File: src/rtl/mul_issue_ctrl.sv
// Issue/response controller wrapped around a fixed-latency, non-stallable
// multiplier. Accepted requests travel down a tracking pipe that runs in step
// with the multiplier. Their results land in an in-order result FIFO.
// Admission is limited by an occupancy count of in-flight plus stored results,
// so the FIFO can never overflow even though the multiplier cannot stall.
module mul_issue_ctrl #(
  parameter int LATENCY = 3,
  parameter int TAG_W   = 5,
  parameter int DEPTH   = 8
) (
  input  logic             clk,
  input  logic             rst,
  input  logic             req_valid_i,
  output logic             req_ready_o,
  input  logic [63:0]      req_op1_i,
  input  logic [63:0]      req_op2_i,
  input  logic             req_word_i,
  input  logic [TAG_W-1:0] req_tag_i,
  output logic [63:0]      mul_op1_o,
  output logic [63:0]      mul_op2_o,
  input  logic [63:0]      mul_result_i,
  output logic             rsp_valid_o,
  input  logic             rsp_ready_i,
  output logic [63:0]      rsp_data_o,
  output logic [TAG_W-1:0] rsp_tag_o
);

  localparam int PTR_W = (DEPTH > 1) ? $clog2(DEPTH) : 1;
  localparam int CNT_W = $clog2(DEPTH + 1);

  // Stage 0 rides alongside the operand registers.
  // Stages 1..LATENCY follow the multiplier.
  // The tail stage LATENCY is valid in the cycle its product is on mul_result_i.
  logic [LATENCY:0]  r_stg_valid;
  logic [LATENCY:0]  r_stg_word;
  logic [TAG_W-1:0]  r_stg_tag [0:LATENCY];

  logic [63:0]       r_op1;
  logic [63:0]       r_op2;

  logic [63:0]       r_mem_data [0:DEPTH-1];
  logic [TAG_W-1:0]  r_mem_tag  [0:DEPTH-1];
  logic [PTR_W-1:0]  r_wr_ptr;
  logic [PTR_W-1:0]  r_rd_ptr;
  logic [CNT_W-1:0]  r_fifo_cnt;
  logic [CNT_W-1:0]  r_occ;

  logic              w_accept;
  logic              w_pop;
  logic              w_wr;
  logic [63:0]       w_wr_data;
  logic [63:0]       w_op1_cond;
  logic [63:0]       w_op2_cond;

  function automatic logic [63:0] sext32(input logic [31:0] v);
    return {{32{v[31]}}, v};
  endfunction

  function automatic logic [PTR_W-1:0] ptr_inc(input logic [PTR_W-1:0] p);
    if (p == PTR_W'(DEPTH - 1)) begin
      return '0;
    end
    return p + PTR_W'(1);
  endfunction

  // Handshake terms.
  // Ready depends only on registered occupancy, so a pop in the same cycle
  // cannot raise it. It is forced low while reset is held.
  always_comb begin
    req_ready_o = ~rst && (r_occ < CNT_W'(DEPTH));
    w_accept    = req_valid_i && req_ready_o;
    rsp_valid_o = (r_fifo_cnt != '0);
    w_pop       = rsp_valid_o && rsp_ready_i;
    w_wr        = r_stg_valid[LATENCY];
  end

  // Operand conditioning: MULW uses only the low words, sign-extended.
  // The result write path applies the same conditioning to the low word of
  // the product.
  always_comb begin
    w_op1_cond = req_word_i ? sext32(req_op1_i[31:0]) : req_op1_i;
    w_op2_cond = req_word_i ? sext32(req_op2_i[31:0]) : req_op2_i;
    w_wr_data  = r_stg_word[LATENCY] ? sext32(mul_result_i[31:0]) : mul_result_i;
  end

  // Operand registers feeding the multiplier; they change only on accept.
  always_ff @(posedge clk or posedge rst) begin
    if (rst) begin
      r_op1 <= '0;
      r_op2 <= '0;
    end else if (w_accept) begin
      r_op1 <= w_op1_cond;
      r_op2 <= w_op2_cond;
    end
  end

  assign mul_op1_o = r_op1;
  assign mul_op2_o = r_op2;

  // Tracking pipe.
  // It advances every cycle because the multiplier never stalls.
  // A bubble enters as valid=0. Word/tag load unconditionally, because valid
  // qualifies them.
  always_ff @(posedge clk or posedge rst) begin
    if (rst) begin
      r_stg_valid <= '0;
      r_stg_word  <= '0;
      for (int i = 0; i <= LATENCY; i++) begin
        r_stg_tag[i] <= '0;
      end
    end else begin
      r_stg_valid <= {r_stg_valid[LATENCY-1:0], w_accept};
      r_stg_word  <= {r_stg_word[LATENCY-1:0], req_word_i};
      r_stg_tag[0] <= req_tag_i;
      for (int i = 1; i <= LATENCY; i++) begin
        r_stg_tag[i] <= r_stg_tag[i-1];
      end
    end
  end

  // Result FIFO storage.
  // It is cleared on reset so the head reads zero while empty after reset.
  always_ff @(posedge clk or posedge rst) begin
    if (rst) begin
      for (int i = 0; i < DEPTH; i++) begin
        r_mem_data[i] <= '0;
        r_mem_tag[i]  <= '0;
      end
    end else if (w_wr) begin
      r_mem_data[r_wr_ptr] <= w_wr_data;
      r_mem_tag[r_wr_ptr]  <= r_stg_tag[LATENCY];
    end
  end

  // FIFO pointers and stored-entry count, with wrap-around for any DEPTH.
  always_ff @(posedge clk or posedge rst) begin
    if (rst) begin
      r_wr_ptr   <= '0;
      r_rd_ptr   <= '0;
      r_fifo_cnt <= '0;
    end else begin
      if (w_wr) begin
        r_wr_ptr <= ptr_inc(r_wr_ptr);
      end
      if (w_pop) begin
        r_rd_ptr <= ptr_inc(r_rd_ptr);
      end
      case ({w_wr, w_pop})
        2'b10:   r_fifo_cnt <= r_fifo_cnt + CNT_W'(1);
        2'b01:   r_fifo_cnt <= r_fifo_cnt - CNT_W'(1);
        default: r_fifo_cnt <= r_fifo_cnt;
      endcase
    end
  end

  // Occupancy counts in-flight plus stored results.
  // Capping it at DEPTH reserves a FIFO slot for every product already issued.
  always_ff @(posedge clk or posedge rst) begin
    if (rst) begin
      r_occ <= '0;
    end else begin
      case ({w_accept, w_pop})
        2'b10:   r_occ <= r_occ + CNT_W'(1);
        2'b01:   r_occ <= r_occ - CNT_W'(1);
        default: r_occ <= r_occ;
      endcase
    end
  end

  assign rsp_data_o = r_mem_data[r_rd_ptr];
  assign rsp_tag_o  = r_mem_tag[r_rd_ptr];

endmodule

File: config.mk
export PLATFORM = sky130hd
export DESIGN_NAME = mul_issue_ctrl
export DESIGN_NICKNAME = d
export VERILOG_FILES = /design/src/rtl/mul_issue_ctrl.sv
export SDC_FILE = /design/constraint.sdc
export NUM_CORES = 1
export LEC_CHECK = 0
export CAP_MARGIN = 10
export CORE_MARGIN = 3
export CORE_UTILIZATION = 55
export CTS_CLUSTER_DIAMETER = 80
export CTS_CLUSTER_SIZE = 16
export DETAILED_ROUTE_END_ITERATION = 16
export GPL_TIMING_DRIVEN = 0
export PLACE_DENSITY = 0.8
export SYNTH_ARGS = -nofsm -noshare
export SYNTH_HDL_FRONTEND = slang
export SYNTH_SLANG_ARGS = --single-unit
File: constraint.sdc
create_clock -name clk -period 30 [get_ports clk]
set_input_delay 6 -clock clk [delete_from_list [all_inputs] [get_ports clk]]
set_output_delay 6 -clock clk [all_outputs]
set_load 0.02 [all_outputs]
==> results of run 1 <==
kinds of logic (layout without fill, tap and decap cells):
logic type | Yosys count | after routing | share of synthesized area [%]
DFF | 722 | 722 | 58.7
muxes | 573 | 573 | 26.0
AOI/OAI and AO/OA | 433 | 433 | 7.21
and+or+nand+nor | 351 | 351 | 4.63
buffers and inverters | 185 | 649 | 2.86
adders and majority gates | 10 | 10 | 0.407
xor gates and xnor gates | 6 | 6 | 0.171
other | 0 | 3 | 0
Yosys cell counts:
master,instances
dfrtp_1,722
mux2_2,364
a21oi_1,290
nor2_1,195
mux4_2,138
nand2_1,131
o21ai_0,129
buf_2,73
clkbuf_1,72
mux2_1,69
buf_1,16
buf_6,11
ha_1,10
inv_1,9
a21o_1,4
xnor2_1,4
and2_1,3
and4bb_1,3
buf_4,3
nand4b_1,3
or4_1,3
a2111oi_0,2
mux2i_1,2
nand3b_1,2
nor2b_1,2
nor3_1,2
o21a_1,2
o221ai_1,2
o41ai_1,2
or3b_1,2
or4b_2,2
xor2_1,2
inv_2,1
nand2b_1,1
nand4_1,1
nor4b_1,1
o2bb2ai_1,1
o41ai_2,1
layout make-up:
type | instances | area share, %
repair buffers | 406 | 11.2
well taps | 748 | 2.51
multi-input cells | 1373 | 31.7
flip-flops and latches | 722 | 48.5
clock inverters | 5 | 0.118
clock buffers | 53 | 3.53
plain buffers | 175 | 2.26
inverters | 10 | 0.121
diodes | 3 | 0.0202
worst reg2reg max path, stage by stage, from the launching register on:
cell and delay (ps):
dfrtp_1 360, clkbuf_1 180, o41ai_2 930, inv_1 260
ha_1 340, clkbuf_1 190, or4b_2 650, a21o_1 180
o221ai_1 70
state kept, by name (all words and copies together) (netlist names), 4 cells and up:
| register | flops |
|---|---|
| mul_op2_o | 64 |
| r_stg_valid | 4 |
| r_mem_tag | 40 |
| r_mem_data | 512 |
| r_stg_tag | 20 |
| r_stg_word | 4 |
| r_occ | 4 |
| mul_op1_o | 64 |
| r_fifo_cnt | 4 |
through the flow:
stage / std cells / utilization (%)
5_1_grt: 3493 / 67.5
2_1_floorplan: 2280 / -
4_1_cts: 3492 / 67.5
3_5_place_dp: 3434 / 65.0
3_3_place_gp: 3428 / 64.7
6_report: 3495 / 67.5
power by group through the flow:
stage,clock network (W),logic (W),registers (W)
final,0.000637,0.00193,0.00167
after global routing,0.000688,0.00206,0.00172
after CTS,0.000650,0.00195,0.00167
after detailed placement,0,0.00194,0.00168
after global placement,0,0.00189,0.00165
after floorplan,0,0.00113,0.00171
how the worst min path moves through the flow:
stage                   from            end  slack (ps)  cells past startpoint
6_report       r_stg_tag[16]  r_stg_tag[11]         350                      0
5_1_grt        r_stg_tag[13]   r_stg_tag[8]         360                      0
4_1_cts        r_stg_tag[16]  r_stg_tag[11]         350                      0
3_5_place_dp   r_stg_word[2]  r_stg_word[3]         340                      0
3_3_place_gp   r_stg_tag[17]  r_stg_tag[12]         330                      0
2_1_floorplan   r_stg_tag[5]   r_stg_tag[0]         330                      0
layer usage:
| metal | GRT usage [%] | vias to the layer above |
|---|---|---|
| met3 | 7.54 | 189 |
| met4 | 12.6 | 6 |
| li1 | - | 9052 |
| met5 | 0 | - |
| met2 | 49.6 | 820 |
| met1 | 36.0 | 10900 |
==> flow_summary_export.csv, run 1 <==
group,metric,value,unit
placed_design,detailed_place_hpwl,59500,um
worst_setup_path,reg2reg_slack,26760,ps
worst_setup_path,crit_arrival,7320,ps
floorplanning,start_util,55.7,%
sta,rsz0062_at_grt,"no",
floorplanning,floorplan.die.height,243,um
placed_design,placement.io_buffers,400,
placed_design,postPlaceCellArea,35900,um2
placed_design,gp_congestion,0.938,
sta,hold_slack,346,ps
sta,final.setup.worst_slack,16680,ps
worst_setup_path,worstPathMaxFanout,2,
finish,most_common_cell_after_layout_fill_and_taps_aside,"dfrtp_1",
routing,route.met2.wl,43000,um
cts,clock_sink_count,722,
sta,setup-tns-final,0,ps
routing,dr.first_iter.drc_count,1711,
routing,remaining_drcs,0,
yosys,yosysSeqAreaShare,58.7,%
power_and_ir_drop,power_switching,0.00149,W
yosys,synth.yosys.warnings,0,
worst_setup_path,timing.setup.critical_path_class,"primary input to primary output",
worst_setup_path,endpoint_kind,"primary output",
worst_setup_path,critical_path.startpoint_type,"primary input",
routing,routed_wire_length_per_instance,24.4,um
routing,drt-vias-per-instance,6.00,
power_and_ir_drop,share_seq_of_total_power,39.4,%
finish,drive_gt1_share,24.0,%
sta,report.final.slew_viol_count,0,
power_and_ir_drop,total_leakage_power,15.6,nW
floorplanning,std_cell_rows,86,
floorplanning,fp.dieW,243,um
worst_setup_path,crit_path_max_incr_delay,620,ps
cts,cts_buffers,51,
worst_setup_path,crit_top_cell,"clkdlybuf4s50_1",
yosys,synthesis.instances,2280,
sta,worst_case_headroom_to_the_max_slew_limit,33.1,%
yosys,mappedNetlistArea,30800,um2
yosys,synth_area_per_cell,13.5,um2
run,drv.max_cap_violation_count,0,
finish,multi_input_area,11800,um2
finish,seq_area,18100,um2
routing,ant_nets,0,
power_and_ir_drop,comb_power_share,45.6,%
status,status,"finished clean",
cts,cts_root_buffer,"clkbuf_16",
finish,design.final.nets,2951,
cts,worst_setup_hold_path_clk_slew,70,ps
sta,setup_viol,0,
global_routing,grt_pass1_vias,22600,
cts,cts_tree,"done",
yosys,synth.area.top_cells,"dfrtp_1 (59%), mux2_2 (13%), mux4_2 (10%)",
global_routing,grt_start_max_net_pins,141,
sta,max_freq,75.1,MHz
placed_design,dpl_worst_slack,16670,ps
worst_setup_path,cp-startpoint,"rst",
routing,met1_length,31800,um
worst_setup_path,critPathRequiredTime,24000,ps
routing,detailroute.via_count,21000,
sta,timing.final.crit_period,13320,ps
floorplanning,floorplan.io_pins,401,
worst_setup_path,ff2ff_path_depth,8,
sta,finClkSkew,19.0,ps
sta,layout_worst_path_cycle_share,44.4,%
worst_setup_path,worstSetupPathDepth,3,
power_and_ir_drop,internal_power,0.00276,W
yosys,synthDominantCellAreaShare,58.7,%
finish,finalInstanceArea,37300,um2
global_routing,grt_first_pass_wirelength,133000,um
cts,clkLatencyLatePin,610,ps
yosys,synth.largest_area_cell,"dfrtp_1",
cts,cts_max_level,2,
worst_setup_path,critPathSlowestCell,"clkdlybuf4s50_1",
finish,synthToLayoutAreaGrowth,21.1,%
finish,most-common-layout-cells,"dfrtp_1 (722), clkdlybuf4s50_1 (400), mux2_2 (364)",
routing,highest-signal-layer,"met5",
cts,cts_hold_buf,0,
yosys,synth.ff_latch_count,722,
worst_setup_path,worstPathBufferInverterCount,2,
power_and_ir_drop,ir_worst_vdd,72.7,uV
worst_setup_path,timing.critical_path.max_delay_family,"buffers and inverters",
worst_hold_path,hp_class,"flip-flop to flip-flop",
worst_setup_path,worst_setup_path_endpoint,"req_ready_o",
routing,detail_route.first_pass.iterations,7,
worst_setup_path,worst_r2r_startpoint,"r_fifo_cnt[1]",
power_and_ir_drop,clockPowerShare,15.0,%
cts,ctsResizeCount,0,
floorplanning,placeableCoreArea,55200,um2
worst_setup_path,ordered_cell_list_for_the_critical_path,"clkdlybuf4s50_1 -> nor2_1 -> clkdlybuf4s50_1",
global_routing,gr-usage-all-layers,29.3,%
yosys,synthDistinctLibCells,38,
global_routing,initial_antenna_violation_count,6,
finish,nFillCells,3901,
routing,route.met3.wl,6720,um
global_routing,gr-total-overflow,0,
sta,worst-slew-pin-transition,992,ps
power_and_ir_drop,power_dens_cells,114,nW/um2
power_and_ir_drop,power.switching_fraction,35.0,%
power_and_ir_drop,design_power_total,0.00424,W
routing,routed_wirelength,85400,um
floorplanning,die_area,58800,um2
cts,post-cts-setup-buffers,0,
worst_setup_path,end_of_the_worst_register_to_register_path,"r_fifo_cnt[3]",
cts,cts-root-to-sink-buffers,3,
sta,report.final.hold_viol_count,0,
yosys,synth_fp_nets,2492,
(Power assumes the default switching activity.)
==> run 2, diff against run 1 <==
clock period = 13 ns   (was 30 ns; I/O delays follow)
==> run 2 against run 1 <==
Compared with the run above: power rose by 130%; first-iteration DRC count rose by 4.7%; final cell count rose by 0.49%; clock power rose by 130%; sequential share of layout area fell by 0.27 points; largest cell class unchanged; largest power group unchanged.
==> flow_summary_export.csv, run 2 (same netlist as run 1, synthesis figures left out) <==
group,metric,value,unit
status,status,"finished clean",
sta,timing.final.crit_period,6430,ps
finish,largest_register,"r_mem_data",
global_routing,grt_util_met2,50.4,%
sta,setup-tns-final,0,ps
cts,cts_hold_buf,0,
global_routing,met3_usage,7.18,%
sta,final.setup.worst_slack,6570,ps
worst_setup_path,critPathSlowestCell,"clkdlybuf4s50_1",
worst_setup_path,timing.setup.critical_path_class,"primary input to primary output",
worst_setup_path,worstPathBufferInverterCount,2,
worst_setup_path,ordered_cell_list_for_the_critical_path,"clkdlybuf4s50_1 -> nor2_1 -> clkdlybuf4s50_1",
worst_hold_path,hp_class,"flip-flop to flip-flop",
cts,cts_max_level,2,
finish,seq_area,18100,um2
global_routing,initial_antenna_violation_count,17,
routing,remaining_drcs,0,
finish,synthToLayoutAreaGrowth,21.7,%
finish,design.final.nets,2963,
placed_design,dpl_worst_slack,6560,ps
floorplanning,std_cell_rows,86,
finish,final-instance-count-excl-fill,3512,
worst_setup_path,crit_arrival,3830,ps
global_routing,grt_start_max_net_pins,47,
power_and_ir_drop,ir_worst_vdd,171,uV
cts,post-cts-setup-buffers,0,
worst_setup_path,critical_path.startpoint_type,"primary input",
routing,routed_wirelength,86700,um
cts,cts_buffers,52,
cts,worst_setup_hold_path_clk_slew,70,ps
routing,detail_route.first_pass.iterations,5,
global_routing,gr-total-overflow,0,
floorplanning,floorplan.io_pins,401,
placed_design,detailed_place_hpwl,61000,um
sta,layout_worst_path_cycle_share,49.4,%
cts,clock_sink_count,722,
placed_design,numPlacedInstances,3445,
worst_setup_path,timing.critical_path.max_delay_family,"buffers and inverters",
placed_design,gp_congestion,0.912,
worst_setup_path,critPathRequiredTime,10400,ps
routing,routed_wire_length_per_instance,24.7,um
worst_setup_path,crit_path_max_incr_delay,620,ps
finish,nFillCells,3845,
cts,cts_tree,"done",
finish,most-common-layout-cells,"dfrtp_1 (722), clkdlybuf4s50_1 (400), mux2_2 (364)",
sta,finClkSkew,12.5,ps
sta,worst-slew-pin-transition,931,ps
power_and_ir_drop,power_dens_cells,262,nW/um2
finish,multi_input_area,11800,um2
routing,drt-vias-per-instance,6.03,
finish,finalInstanceArea,37500,um2
worst_setup_path,crit_top_cell,"clkdlybuf4s50_1",
worst_setup_path,endpoint_kind,"primary output",
routing,dr.first_iter.drc_count,1792,
sta,rsz0062_at_grt,"no",
finish,largest_register_ff_count,512,
routing,detailroute.via_count,21200,
global_routing,grt_pass1_vias,22800,
floorplanning,floorplan.die.height,243,um
floorplanning,placeableCoreArea,55200,um2
global_routing,gr-usage-all-layers,29.6,%
sta,report.final.hold_viol_count,0,
floorplanning,die_area,58800,um2
floorplanning,start_util,55.7,%
cts,ctsResizeCount,0,
routing,ant_nets,0,
worst_setup_path,worstPathMaxFanout,2,
power_and_ir_drop,design_power_total,0.00983,W
floorplanning,fp.dieW,243,um
global_routing,grt_first_pass_wirelength,134000,um
sta,report.final.slew_viol_count,0,
cts,clkLatencyLatePin,610,ps
run,drv.max_cap_violation_count,0,
sta,max_freq,156,MHz
sta,setup_viol,0,
global_routing,grt_busiest_layer,"met2",
sta,worst_case_headroom_to_the_max_slew_limit,37.3,%
power_and_ir_drop,total_leakage_power,15.7,nW
finish,most_common_cell_after_layout_fill_and_taps_aside,"dfrtp_1",
global_routing,groute.layer.met1.usage,36.4,%
cts,cts-root-to-sink-buffers,3,
finish,drive_gt1_share,24.2,%
placed_design,postPlaceCellArea,36100,um2
placed_design,placement.io_buffers,400,
cts,cts_root_buffer,"clkbuf_16",
-- run 2: cell count changes in the layout (fill, tap and decap cells not counted), sizes merged --
cell / delta
buf: +11
clkbuf: +4
diode: +4
clkinv: -2
clkinvlp: +1
inv: -1
-- run 2: per-stage QoR --
step | hold slack (ps) | utilization, %
after floorplan | 331 | -
after global placement | 335 | 64.7
after detailed placement | 336 | 65.3
after CTS | 344 | 67.8
after global routing | 347 | 67.9
final | 345 | 67.9
-- run 2: area by class of cell --
class                      count  share of cell area [%]
sequential                   722                    48.2
multi-input combinational   1373                    31.6
timing repair buffer         417                    11.6
clock buffer                  57                    3.61
tap                          748                    2.50
buffer                       175                    2.25
inverter                      10                   0.110
clock inverter                 3                  0.0902
antenna                        7                  0.0468
-- run 2: metal layers --
layer | vias up | share of wire [%]
met3 | 208 | 8.0
met2 | 927 | 50
li1 | 9076 | -
met1 | 11000 | 37
met4 | 10 | 4.6
met5 | - | 0.089
-- run 2: worst paths after layout --
kind	startpoint	endpoint	slack [ps]	cells past startpoint
max	rst	req_ready_o	6570	3
min	r_stg_tag[10]	r_stg_tag[5]	340	0
max reg2reg	r_fifo_cnt[1]	r_fifo_cnt[3]	9800	8
min reg2reg	r_stg_tag[10]	r_stg_tag[5]	340	0
max in group asynchronous	rst	r_mem_data[312]	8670	7
min in group asynchronous	rst	r_fifo_cnt[3]	2520	2
-- run 2: power breakdown --
part | internal (W) | switching (W) | leakage, nW
registers | 0.00329 | 0.000576 | 8.26
clock network | 0.000732 | 0.000759 | 0.679
logic | 0.00236 | 0.00211 | 6.74
==> run 3, diff against run 2 <==
clock period = 5.95 ns   (was 13 ns; I/O delays follow)
==> results of run 3 <==
The final DEF is identical to that of run 2. Status: finished clean.
Among the figures that moved: setup slack after placement 6560 ps -> 1960 ps; setup slack after layout 6570 ps -> 1320 ps; start point of the critical path rst -> r_rd_ptr[1]; end point of the critical path req_ready_o -> rsp_data_o[34]; register-to-register setup slack 9800 ps -> 2750 ps; total power 0.00983 W -> 0.0215 W; worst IR drop on VDD 171 uV -> 373 uV
